File: src/rtl/pipe_int_multiplier.sv
// pipe_int_multiplier: pipelined WIDTHxWIDTH multiplier, registered adder tree, valid/ready with global stall.
// Define MULT_SIGNED_EN to honour signed_in per operation; otherwise every operation is unsigned.
module pipe_int_multiplier #(
  parameter int WIDTH = 8,
  parameter int TAG_W = 4
) (
  input  logic                 sys_clk,
  input  logic                 rst,
  input  logic                 in_valid,
  output logic                 in_ready,
  input  logic [WIDTH-1:0]     a_in,
  input  logic [WIDTH-1:0]     b_in,
  input  logic                 signed_in,
  input  logic [TAG_W-1:0]     tag_in,
  output logic                 out_valid,
  input  logic                 out_ready,
  output logic [2*WIDTH-1:0]   c_out,
  output logic [TAG_W-1:0]     tag_out
);
  localparam int LVL = $clog2(WIDTH);
  localparam int PW = 2 * WIDTH;
  logic             adv;
  logic [LVL:0]     vld;
  logic [TAG_W-1:0] tag_q [LVL+1];
  logic [WIDTH-1:0] a_q, b_q;
  logic [PW-1:0]    ax;
  logic [PW-1:0]    last_row;
  // Heap layout: node[1] is the root, node[n] sums src[2n] and src[2n+1]; leaves are src[WIDTH..2*WIDTH-1].
  logic [PW-1:0]    src  [1:2*WIDTH-1];
  logic [PW-1:0]    node [1:WIDTH-1];
`ifdef MULT_SIGNED_EN
  logic sgn_q;
  assign ax = {{WIDTH{sgn_q & a_q[WIDTH-1]}}, a_q};
  assign last_row = !b_q[WIDTH-1] ? '0 : sgn_q ? -(ax << (WIDTH-1)) : ax << (WIDTH-1);
`else
  logic unused_sgn;
  assign unused_sgn = signed_in;
  assign ax = {{WIDTH{1'b0}}, a_q};
  assign last_row = b_q[WIDTH-1] ? ax << (WIDTH-1) : '0;
`endif
  assign out_valid = vld[LVL];
  assign adv = !out_valid | out_ready;
  assign in_ready = adv;
  assign c_out = node[1];
  assign tag_out = tag_q[LVL];
  always_comb begin
    for (int n = 1; n < WIDTH; n++) src[n] = node[n];
    for (int i = 0; i < WIDTH-1; i++) src[WIDTH+i] = b_q[i] ? ax << i : '0;
    src[2*WIDTH-1] = last_row;
  end
  always_ff @(posedge sys_clk or posedge rst) begin
    if (rst) begin
      vld <= '0;
      a_q <= '0;
      b_q <= '0;
`ifdef MULT_SIGNED_EN
      sgn_q <= 1'b0;
`endif
      for (int s = 0; s <= LVL; s++) tag_q[s] <= '0;
      for (int n = 1; n < WIDTH; n++) node[n] <= '0;
    end else if (adv) begin
      vld <= {vld[LVL-1:0], in_valid};
      a_q <= a_in;
      b_q <= b_in;
`ifdef MULT_SIGNED_EN
      sgn_q <= signed_in;
`endif
      tag_q[0] <= tag_in;
      for (int s = 1; s <= LVL; s++) tag_q[s] <= tag_q[s-1];
      for (int n = 1; n < WIDTH; n++) node[n] <= src[2*n] + src[2*n+1];
    end
  end
endmodule

File: config.mk
export PLATFORM = sky130hd
export DESIGN_NAME = pipe_int_multiplier
export DESIGN_NICKNAME = d
export VERILOG_FILES = /design/src/rtl/pipe_int_multiplier.sv
export SDC_FILE = /design/constraint.sdc
export NUM_CORES = 1
export LEC_CHECK = 0
export BUFFER_PORTS_ARGS = -buffer_cell sky130_fd_sc_hd__buf_4
export CORE_MARGIN = 4
export CORE_UTILIZATION = 40
export DETAILED_ROUTE_END_ITERATION = 8
export GPL_ROUTABILITY_DRIVEN = 0
export PLACE_DENSITY_LB_ADDON = 0.05
export SKIP_LAST_GASP = 1
export SYNTH_ARGS = -nofsm -noshare
export SYNTH_HDL_FRONTEND = slang
export SYNTH_SLANG_ARGS = --single-unit
File: constraint.sdc
create_clock -name sys_clk -period 6.35 [get_ports sys_clk]
set_clock_uncertainty 0.05 [all_clocks]
set_input_delay 1.27 -clock sys_clk [delete_from_list [all_inputs] [get_ports sys_clk]]
set_output_delay 1.27 -clock sys_clk [all_outputs]
set_load 0.005 [all_outputs]
==> reports/summary.json <==
{
  "synth_top_area_share_pct": 41.0,
  "report.final.slew_viol_count": 0,
  "setup-violations-final": 0,
  "route.detailed.wl_per_inst_um": 14.3,
  "timing.reg2reg.setup_slack_ns": 3.82,
  "route.final.wire_length_mm": 15.4,
  "regToRegEndpoint": "node[78]$_DFFE_PP0P_",
  "num-fill-cells": 1721,
  "slowest_delay_ns": 0.53,
  "synth_area_leaders": "dfrtp_1 (41%), nand2_1 (11%), ha_1 (9.3%), and2_1 (4.6%), o21ai_0 (4.2%)",
  "clk-insertion-delay-late_ns": 0.42,
  "drive_above_1_share_pct": 10.3,
  "critPathRequiredTime_ns": 5.03,
  "total_leakage_power_uw": 0.00404,
  "finalCritPeriodShare_pct": 58.9,
  "rsz0062_at_grt": "no",
  "clock-sinks": 117,
  "period_needed_ns": 3.74,
  "netlist_top_cells_count": "nand2_1 (215), dfrtp_1 (117), o21ai_0 (60)",
  "remaining_drc_errors": 0,
  "die-height_um": 142,
  "number_of_vias_after_detailed_routing": 5498,
  "worstSetupStartpoint": "out_ready",
  "synth_area_sq_um": 7140,
  "vias_in_the_first_global_route": 5497,
  "synth_sequential_area_ratio_pct": 41.0,
  "die_width_um": 142,
  "boundaryPins": 47,
  "clkSlewWorstSetupHoldPaths_ns": 0.05,
  "hold_path.class": "reg -> reg",
  "worst_r2r_startpoint": "vld[3]$_DFFE_PP0P_",
  "antenna_left": 0,
  "total_neg_setup_slack_ns": 0,
  "tritoncts": "built",
  "synth_largest_area_cell": "dfrtp_1",
  "hold_ws_ns": 0.412,
  "root_buffer_master": "clkbuf_16",
  "cpMaxStageDelayCell": "clkinv_2",
  "yosys.cell_count.top_type": "nand2_1",
  "post_cts_resized": 0,
  "grtUsageTotal_pct": 16.3,
  "critPathLaunchType": "input pin",
  "synth_to_final_area_change_pct": 14.2,
  "fmaxAchievable_mhz": 267,
  "path_buf_inv": 3,
  "synth_edf_count": 0,
  "path_delay_family": "buffers and inverters",
  "setup_crit_path_kind": "in -> out",
  "post_cts.repair.setup_buffers": 0,
  "numPortBuffers": 45,
  "synth-seq-cells": 117,
  "critPathMaxFanout": 45,
  "antenna-diode-count": 0,
  "detail_route.vias_per_cell": 5.10,
  "synth.lib_cells_used.distinct": 52,
  "design.final.nets": 927,
  "arrival_ns": 2.42,
  "worst-r2r-cell-count": 6,
  "maxCapViolCount": 0,
  "dp.final_hpwl_mm": 10.9,
  "grt_start_max_net_pins": 77,
  "worst_hold_path.endpoint": "vld[0]$_DFFE_PP0P_",
  "cts.hold.buffers_added": 0,
  "grt_pass1_wl_mm": 26.3,
  "initial_antenna_violation_count": 0,
  "initial_utilization_pct": 41.0,
  "worst_setup_path_end_kind": "output port",
  "synthArstFlopShare_pct": 100,
  "critical_path.cell_chain": "buf_4 > nor2b_4 > clkinv_2 > buf_4",
  "min_delay_path_depth": 2,
  "timing_worst_slew_pin_value_ns": 0.767,
  "status": "finished clean",
  "hold_path_startpoint": "vld[0]$_DFFE_PP0P_",
  "critical-path-top-cell-by-count": "buf_4",
  "worst-path-stages": 4,
  "cts_htree_levels": 4,
  "drc_violation_total_after_the_first_tritonroute_iteration": 301,
  "placement_rows": 48,
  "yosys_warnings": 0,
  "vdd_drop_max_v": 0.000297,
  "core_sq_um": 17400,
  "finalHoldViolCount": 0,
  "postSynthNetCount": 907,
  "drt_pass1_iterations": 4,
  "syn_avg_cell_area_sq_um": 8.68,
  "synthesized_netlist_cell_count": 822,
  "slew-limit-headroom_pct": 48.9,
  "power.density_nw_per_um2": 504,
  "clk_path_buf_depth": 2,
  "grt_overflow": 0,
  "tritoncts.num_buffers": 17,
  "dominantRegCellSynth": "dfrtp_1",
  "fp.dieArea_sq_um": 20000
}
## power by group
group          internal [uW]  switching [uW]
sequential              1070             253
combinational            798             980
clock                    673             337
## worst max-delay path by stage
stage / to / slack (ns)
after floorplan: a_q[0]$_DFFE_PP0P_ / 1.93
final: in_ready / 2.61
after global placement: in_ready / 2.61
after detailed placement: in_ready / 2.59
after global routing: in_ready / 2.49
after CTS: in_ready / 2.58
## state kept, by name, summed over array words and instances (netlist names)
signal / cells
b_q: 8
a_q: 8
c_out: 16
tag_q: 12
tag_out: 4
node: 65
vld: 4
## cell families after synthesis
logic type                 synth area share [%]
adders and majority gates                  11.3
AOI/OAI and AO/OA                          16.6
muxes                                     0.351
buffers and inverters                      4.98
xor gates and xnor gates                   3.68
DFF                                        41.0
and+or+nand+nor                            22.1
## stage by stage
step / worst slack (ns) / utilization, % / cell area, sq um / total power [uW] / instances
2_1_floorplan: 1.93 / - / 7140 / 2710 / 822
5_1_grt: 2.49 / 46.8 / 8150 / 4480 / 1079
3_3_place_gp: 2.61 / 43.3 / 7530 / 3070 / 1048
6_report: 2.61 / 46.8 / 8150 / 4110 / 1079
4_1_cts: 2.58 / 46.8 / 8150 / 4170 / 1079
3_5_place_dp: 2.59 / 43.3 / 7530 / 3120 / 1048
## cell type report
class,count,area [sq um],area share (%)
inverters,24,93.8,1.15
repair buffers,49,368,4.51
flip-flops and latches,117,2930,35.9
clock inverters,9,151,1.86
well taps,225,282,3.45
multi-input cells,633,3860,47.4
clock buffers,22,464,5.70
## layer usage
metal	share of wire, %	vias up	GRT usage [%]
met1	49	2562	21.5
met5	0	-	0
met4	1.6	0	5.76
met2	46	83	26.2
li1	-	2831	-
met3	3.5	22	3.81
## worst min-delay path, stage by stage (launching register included)
cell	delay [ns]
dfrtp_1	0.34
nand2_1	0.05
nand2_1	0.05
## layout by cell type, fill, tap and decap left out, types with 4 or more instances in the layout
master / n
nand2_1: 215
dfrtp_1: 117
o21ai_0: 60
ha_1: 53
and2_1: 52
buf_4: 49
a21oi_1: 39
nor2_1: 36
inv_1: 22
xor2_1: 21
a211oi_1: 19
a21o_1: 19
clkbuf_16: 17
nor3_1: 10
o21bai_1: 9
xnor2_1: 9
nand3_1: 8
o31ai_1: 7
fa_1: 7
nor3b_1: 6
o21a_1: 5
nor2b_1: 5
clkinv_2: 4
o211ai_1: 4
a31oi_1: 4
nand2b_1: 4
bufinv_16: 4
(Power assumes the default switching activity.)
